$ cat src/rtl/audio_out_serializer.sv
// audio_out_serializer: stereo sample FIFO feeding an I2S DAC stream.
// Define MONO_MIX_EN to send (L+R)>>>1 on both channels.
// Ports:
//   clock, reset (async, high)
//   l_audio_in, r_audio_in : sample pair
//   ready                  : write strobe
//   sclk, lrclk, sdata     : I2S stream
//   fifo_count             : pairs buffered
//   overflow, underflow    : slip pulses
module audio_out_serializer #(
    parameter int SAMPLE_WIDTH = 18,
    parameter int CLK_DIV      = 4,
    parameter int FIFO_DEPTH   = 4
) (
    input  logic                          clock,
    input  logic                          reset,
    input  logic [SAMPLE_WIDTH-1:0]       l_audio_in,
    input  logic [SAMPLE_WIDTH-1:0]       r_audio_in,
    input  logic                          ready,
    output logic                          sclk,
    output logic                          lrclk,
    output logic                          sdata,
    output logic [$clog2(FIFO_DEPTH):0]   fifo_count,
    output logic                          overflow,
    output logic                          underflow
);

    localparam int SW   = SAMPLE_WIDTH;
    localparam int CW   = $clog2(CLK_DIV);
    localparam int PW   = $clog2(FIFO_DEPTH);
    localparam int CNTW = PW + 1;
    localparam int PAD  = 31 - SW;

    logic [CW-1:0]   div_cnt;
    logic            div_tc;
    logic            fall;
    logic [5:0]      bit_idx;
    logic [5:0]      nxt_idx;
    logic            frame_start;
    logic [63:0]     shreg;

    logic [2*SW-1:0] mem [FIFO_DEPTH];
    logic [PW-1:0]   wr_ptr;
    logic [PW-1:0]   rd_ptr;
    logic            empty;
    logic            full;
    logic            push;
    logic            pop;
    logic            drop;

    logic [SW-1:0]   held_l;
    logic [SW-1:0]   held_r;
    logic [SW-1:0]   src_l;
    logic [SW-1:0]   src_r;
    logic [SW-1:0]   new_l;
    logic [SW-1:0]   new_r;
    logic [63:0]     frame_word;

    assign div_tc      = (div_cnt == CW'(CLK_DIV - 1));
    assign fall        = div_tc & sclk;
    assign nxt_idx     = bit_idx + 6'd1;
    assign frame_start = fall & (bit_idx == 6'd63);

    assign empty = (fifo_count == '0);
    assign full  = (fifo_count == CNTW'(FIFO_DEPTH));
    assign pop   = frame_start & ~empty;
    // A pop in the same cycle frees the slot a full-FIFO write needs.
    assign push  = ready & (~full | pop);
    assign drop  = ready & full & ~pop;

    // Empty at frame start: repeat the last pair sent.
    assign src_l = pop ? mem[rd_ptr][2*SW-1:SW] : held_l;
    assign src_r = pop ? mem[rd_ptr][SW-1:0]    : held_r;

`ifdef MONO_MIX_EN
    logic signed [SW:0] mix_sum;
    assign mix_sum = $signed({src_l[SW-1], src_l})
                   + $signed({src_r[SW-1], src_r});
    assign new_l = mix_sum[SW:1];
    assign new_r = mix_sum[SW:1];
`else
    assign new_l = src_l;
    assign new_r = src_r;
`endif

    // Slot 0 and slot 32 are the I2S one-bit delay.
    assign frame_word = {1'b0, new_l, {PAD{1'b0}},
                         1'b0, new_r, {PAD{1'b0}}};

    always_ff @(posedge clock or posedge reset) begin
        if (reset) begin
            div_cnt <= '0;
            sclk    <= 1'b0;
        end else if (div_tc) begin
            div_cnt <= '0;
            sclk    <= ~sclk;
        end else begin
            div_cnt <= div_cnt + CW'(1);
        end
    end

    always_ff @(posedge clock or posedge reset) begin
        if (reset) begin
            bit_idx   <= 6'd63;
            lrclk     <= 1'b1;
            sdata     <= 1'b0;
            shreg     <= '0;
            held_l    <= '0;
            held_r    <= '0;
            underflow <= 1'b0;
        end else begin
            underflow <= frame_start & empty;
            if (fall) begin
                bit_idx <= nxt_idx;
                lrclk   <= nxt_idx[5];
                if (frame_start) begin
                    sdata  <= frame_word[63];
                    shreg  <= {frame_word[62:0], 1'b0};
                    held_l <= new_l;
                    held_r <= new_r;
                end else begin
                    sdata <= shreg[63];
                    shreg <= {shreg[62:0], 1'b0};
                end
            end
        end
    end

    always_ff @(posedge clock) begin
        if (push) begin
            mem[wr_ptr] <= {l_audio_in, r_audio_in};
        end
    end

    always_ff @(posedge clock or posedge reset) begin
        if (reset) begin
            wr_ptr     <= '0;
            rd_ptr     <= '0;
            fifo_count <= '0;
            overflow   <= 1'b0;
        end else begin
            overflow <= drop;
            if (push) begin
                wr_ptr <= wr_ptr + PW'(1);
            end
            if (pop) begin
                rd_ptr <= rd_ptr + PW'(1);
            end
            fifo_count <= fifo_count + CNTW'(push) - CNTW'(pop);
        end
    end

endmodule

$ cat config.mk
export PLATFORM = sky130hd
export DESIGN_NAME = audio_out_serializer
export DESIGN_NICKNAME = d
export VERILOG_FILES = /design/src/rtl/audio_out_serializer.sv
export SDC_FILE = /design/constraint.sdc
export NUM_CORES = 1
export LEC_CHECK = 0
export CAP_MARGIN = 10
export CELL_PAD_IN_SITES_DETAIL_PLACEMENT = 1
export CELL_PAD_IN_SITES_GLOBAL_PLACEMENT = 2
export CORE_AREA = 2 2 199 152
export CTS_CLUSTER_SIZE = 40
export DETAILED_ROUTE_END_ITERATION = 7
export DIE_AREA = 0 0 201 154
export HOLD_SLACK_MARGIN = 0.06
export PLACE_DENSITY = 0.66
export REMOVE_ABC_BUFFERS = 1
export SLEW_MARGIN = 20
export SYNTH_ARGS = -nofsm -noshare
export SYNTH_HDL_FRONTEND = slang
export SYNTH_SLANG_ARGS = --single-unit
export TNS_END_PERCENT = 10
$ cat constraint.sdc
create_clock -name clock -period 4.9 [get_ports clock]
set_clock_uncertainty 0.05 [all_clocks]
set_input_delay 0.98 -clock clock [delete_from_list [all_inputs] [get_ports clock]]
set_output_delay 0.98 -clock clock [all_outputs]
set_load 0.02 [all_outputs]
After elaboration in Yosys (flattened, before gate mapping)
Memory sizes are Yosys's and may differ from the RTL's.
Index checks and enable logic that the tools add are counted.

word-level totals
  bits in registers = 120
  word-level logic and storage cells = 44
  bits in writable memories = 144
  input bits = 39
  memories = 1

memories
  memory  depth  width  read ports  clocked after memory_dff  write ports  RTL line  source
  mem     4      36     1           0                         1            42        logic [2*SW-1:0] mem [FIFO_DEPTH];

operators by class
  bitwise operators = 12
  reductions and logical operators = 2
  mux-type cells = 7
  $add $sub $neg = 6
  equal/unequal tests = 3

operators with widths
  kind                 count
  $mux 64              1
  $mux 18              2
  $and 1x1->1          7
  $add 2x1->2 const B  3
  $add 6x1->6 const B  1
  $eq 6x6->1 const B   1
  $not 1->1            4
  $add 3x1->3          1
  $eq 3x3->1 const B   1
  $logic_not 3->1      1
  $mux 1               3
  $sub 3x1->3          1
  $eq 2x2->1 const B   1
  $mux 2               1
  $reduce_and 2->1     1
  $or 1x1->1           1

Longest topological paths before layout
  word-level depth = 8
  mapped depth = 12

Worst setup path before layout
OpenSTA, ideal clock, no wires.

  path kind = input to register
  start point = input port ready
  end point = memory mem[0][0] (netlist bit), enable pin
  cell stages on the path = 3
  required time = 4453 ps
  buffers on the path = 0
  setup slack = 2136 ps
  arrival = 2317 ps
  library setup time = 397 ps
  cell sequence = and4_1 -> o2bb2ai_1 -> and2_1

on the way
  longest elaborated chain between the ends = 3

ends and longest elaborated chain
  element                       RTL line  source
  start, declared               19        input logic ready,
  $and 1x1->1                   68        assign push = ready & (~full | pop);
  $mux 1                        130       if (push) begin
  $mux 1 (implied by the code)  131       mem[wr_ptr] <= {l_audio_in, r_audio_in};
  end, declared                 42

Every way passes these cells.

Worst setup path in the final report
  start point = input port ready
  end point = register fifo_count[2]

on the way
  longest elaborated chain between the ends = 3

ends and longest elaborated chain
  element               RTL line  source
  $and 1x1->1           68
  $add 3x1->3           149       fifo_count <= fifo_count + CNTW'(push) - CNTW'(pop);
  $sub 3x1->3           149
  end signal, assigned  149
  end, declared         23        output logic [$clog2(FIFO_DEPTH):0] fifo_count,

Every way passes these cells.
A chain may end at the register's enable or synchronous reset.

==> results.toml <==
[run_status]
run_status = "finished, final reports clean"

[clock_network]
cts_htree_levels = 1
postCtsSetupBuffers = 0
worst_setup_hold_path_clk_slew_ps = 60
number_of_buffers_inserted_by_hold_repair_at_cts = 0
cts.sink_count = 249
clock_tree.buffer_depth = 3
cts-resized-gates = 0
cts_tree = "yes"
cts_root_buf = "sky130_fd_sc_hd__clkbuf_16"
clk_latency_ps = 520
tritoncts_buffers = 25

[critical_path]
endpoint_kind = "flip-flop"
cp.required_ps = 5250
setup.worst_path.class = "in -> reg"
timing.critical_path.cells = "clkdlybuf4s50_1, inv_1, o2bb2ai_1, inv_1, ha_1, inv_1, ha_1, inv_1, fa_1, xnor2_1, xnor2_1"
r2r_setup_slk_ps = 2020
cpMostUsedCell = "sky130_fd_sc_hd__inv_1"
crit_arrival_ps = 3310
cp_max_fo = 7
slowest_stage = "sky130_fd_sc_hd__clkdlybuf4s50_1"
worst_path_largest_cell_delay_ps = 500
setup.worst_path.start_class = "input port"

[global_route]
grt_pass1_vias = 5652
grt_antenna_before_repair = 0
grt_start_max_net_pins = 57
grt_remaining_overflow = 0
global_route.usage.total_pct = 13.1
first_pass_grt_wire_length_um = 31900

[sta]
slew_headroom_pct = 42.7
setup_repair_after_global_routing_missed_its_margin = "no"
fmax_ghz = 0.337
finalSetupTns_ps = 0
hold-worst-slack_ps = 379
setup_violations = 0
final-max-slew-violation-count = 0
time_the_final_worst_path_needs_with_i_o_delays_and_setup_ps = 2960
final_critical_path_setup_slack_ps = 1940
layout_worst_path_cycle_share_pct = 60.5
tightest_slew_ps = 860
hold_violations = 0

[power]
power.static_leakage_nw = 4.99
worst_ir_drop_vdd_v = 0.000277
power-per-cell-area_mw_per_mm2 = 425

[cells_and_area]
area.growth.synth_to_final_pct = 15.9
nFillCells = 2821
design.final.nets = 660
final_design_area_no_fill_mm2 = 0.0117
sequential_cell_area_mm2 = 0.00696
final_layout_size_suffix_gt1_share_pct = 20.2
area_of_the_multi_input_gates_mm2 = 0.00294
antenna_cells_inserted = 0

[detailed_routing]
detail-route-antenna-nets = 0
post_drt_wl_per_cell_um = 19.0
route.detailed.vias_per_inst = 4.79
drt-pass1-iter-count = 4
wirelength_um = 19400
num_vias = 4891
post_detailed_route_drc_marker_count = 0
drt_first_iter_violations = 156

[synthesis]
synth_largest_type_area_fraction_pct = 42.9
yosysTopAreaCell = "sky130_fd_sc_hd__edfxtp_1"
netlist_instances = 562
synth_cell_types = 30
avgSynthCellArea_um2 = 17.9
netlist_top_cells_area = "sky130_fd_sc_hd__edfxtp_1, sky130_fd_sc_hd__dfrtp_1, sky130_fd_sc_hd__mux2i_1"
ys_seq_elements = 249
yosysWarningCount = 0
synth.yosys.seq_area_share_pct = 69.0
mappedNetlistArea_mm2 = 0.0101

[die]
die_area_mm2 = 0.0310
row_count = 54
height_of_the_chip_um = 154
fp.coreArea_mm2 = 0.0289
start_util_pct = 35.0
die-width_um = 201
io_pins = 47

[worst_hold_path]
timing.hold.worst.class = "reg -> reg"

[placement]
io_buffer_count = 46
place_area_mm2 = 0.0109
routabilityCongestion = 0.668
post-place-ws_ps = 1390
detailedPlacementHpwl_um = 11400

[run]
maxCapViolCount = 0
## worst paths after layout
check	cells after the start	endpoint	startpoint
setup reg to reg	11	fifo_count[2]$_DFF_PP0_	bit_idx[0]$_DFFE_PP1P_
hold reg to reg	1	div_cnt[0]$_DFF_PP0_	div_cnt[0]$_DFF_PP0_
hold / removal	1	div_cnt[0]$_DFF_PP0_	div_cnt[0]$_DFF_PP0_
max in group asynchronous	3	held_r[0]$_DFFE_PP0P_	reset
setup / recovery	11	fifo_count[2]$_DFF_PP0_	ready
min in group asynchronous	2	underflow$_DFF_PP0_	reset
## worst max-delay path, delay by kind of cell
kind	cells	cell delay [ps]
xor+xnor	2	280
compound gates	1	490
fa+ha+maj	3	810
buf+inv	5	750
## cells by family (layout without fill, tap and decap cells)
group                    count (synthesis)  in the layout  synth area share (%)
AO/OA/AOI/OAI                           18             18                 0.968
XOR/XNOR                                11             11                 0.956
multiplexers                           177            177                  23.2
AND/OR/NAND/NOR                         58             58                  2.69
flip-flops                             249            249                  69.0
adder cells (fa/ha/maj)                  9              9                  1.19
buffers and inverters                   40            107                  1.95
## metrics by stage
step | instances | total power, mW | utilization [%]
floorplan | 531 | 3.02 | -
global placement | 977 | 3.25 | 37.9
detailed placement | 977 | 3.30 | 37.9
CTS | 1021 | 5.07 | 40.5
global route | 1021 | 5.20 | 40.5
finish | 1021 | 4.97 | 40.5
## sequential cells by signal, indices dropped and copies added, names as in the netlist
| signal | count |
|---|---|
| wr_ptr | 2 |
| held_r | 18 |
| underflow | 1 |
| shreg | 50 |
| held_l | 18 |
| sclk | 1 |
| overflow | 1 |
| div_cnt | 2 |
| rd_ptr | 2 |
| fifo_count | 3 |
| lrclk | 1 |
| sdata | 1 |
| mem | 144 |
| bit_idx | 5 |
## layout make-up
| class | instances | share of cell area (%) |
|---|---|---|
| clock inverters | 10 | 0.621 |
| multi-input cells | 273 | 25.2 |
| well taps | 392 | 4.20 |
| clock buffers | 34 | 5.64 |
| flip-flops and latches | 249 | 59.6 |
| repair buffers | 54 | 4.45 |
| inverters | 9 | 0.311 |
## cells in the final DEF, fill, tap and decap left out, drive strengths merged, types with 2 or more instances in the layout
master / synthesis / final
and4: 2 / 2
clkinv: 0 / 8
xnor2: 9 / 9
inv: 9 / 9
nand4: 3 / 3
dfstp: 6 / 6
clkbuf: 9 / 34
buf: 22 / 8
mux2: 36 / 36
mux2i: 105 / 105
dfrtp: 99 / 99
and3: 4 / 4
xor2: 2 / 2
clkdlybuf4s50: 0 / 46
and2: 6 / 6
a21oi: 15 / 15
edfxtp: 144 / 144
mux4: 36 / 36
nor2: 2 / 2
nand2: 39 / 39
ha: 8 / 8
## routing by layer
layer,track usage (%),routed length [um],vias to the layer above
li1,-,-,2221
met1,17.6,9050,2584
met3,2.67,561,27
met4,2.93,338,0
met5,0,0,-
met2,22.1,9420,59
## cell usage after synthesis
| cell | instances |
|---|---|
| sky130_fd_sc_hd__o2bb2ai_1 | 1 |
| sky130_fd_sc_hd__and2_1 | 6 |
| sky130_fd_sc_hd__mux2_2 | 16 |
| sky130_fd_sc_hd__mux2i_1 | 105 |
| sky130_fd_sc_hd__dfrtp_1 | 99 |
| sky130_fd_sc_hd__edfxtp_1 | 144 |
| sky130_fd_sc_hd__mux4_2 | 36 |
| sky130_fd_sc_hd__xor2_1 | 2 |
| sky130_fd_sc_hd__and3_1 | 3 |
| sky130_fd_sc_hd__nor2_1 | 2 |
| sky130_fd_sc_hd__or3_1 | 1 |
| sky130_fd_sc_hd__nor3b_1 | 1 |
| sky130_fd_sc_hd__and4_1 | 2 |
| sky130_fd_sc_hd__clkbuf_1 | 9 |
| sky130_fd_sc_hd__ha_1 | 8 |
| sky130_fd_sc_hd__buf_2 | 13 |
| sky130_fd_sc_hd__nand4_1 | 3 |
| sky130_fd_sc_hd__nand2_1 | 39 |
| sky130_fd_sc_hd__dfstp_2 | 6 |
| sky130_fd_sc_hd__buf_6 | 3 |
| sky130_fd_sc_hd__mux2_4 | 20 |
| sky130_fd_sc_hd__and3_4 | 1 |
| sky130_fd_sc_hd__inv_1 | 9 |
| sky130_fd_sc_hd__buf_1 | 4 |
| sky130_fd_sc_hd__o311ai_0 | 1 |
| sky130_fd_sc_hd__a21oi_1 | 15 |
| sky130_fd_sc_hd__buf_4 | 2 |
| sky130_fd_sc_hd__xnor2_1 | 9 |
| sky130_fd_sc_hd__fa_1 | 1 |
| sky130_fd_sc_hd__o21ai_0 | 1 |
## power by group
group          internal (mW)  total, mW  switching [mW]
clock                  0.991       1.75           0.756
combinational          0.250      0.636           0.386
sequential              2.52       2.59          0.0699
Power figures use the tool's default switching activity.
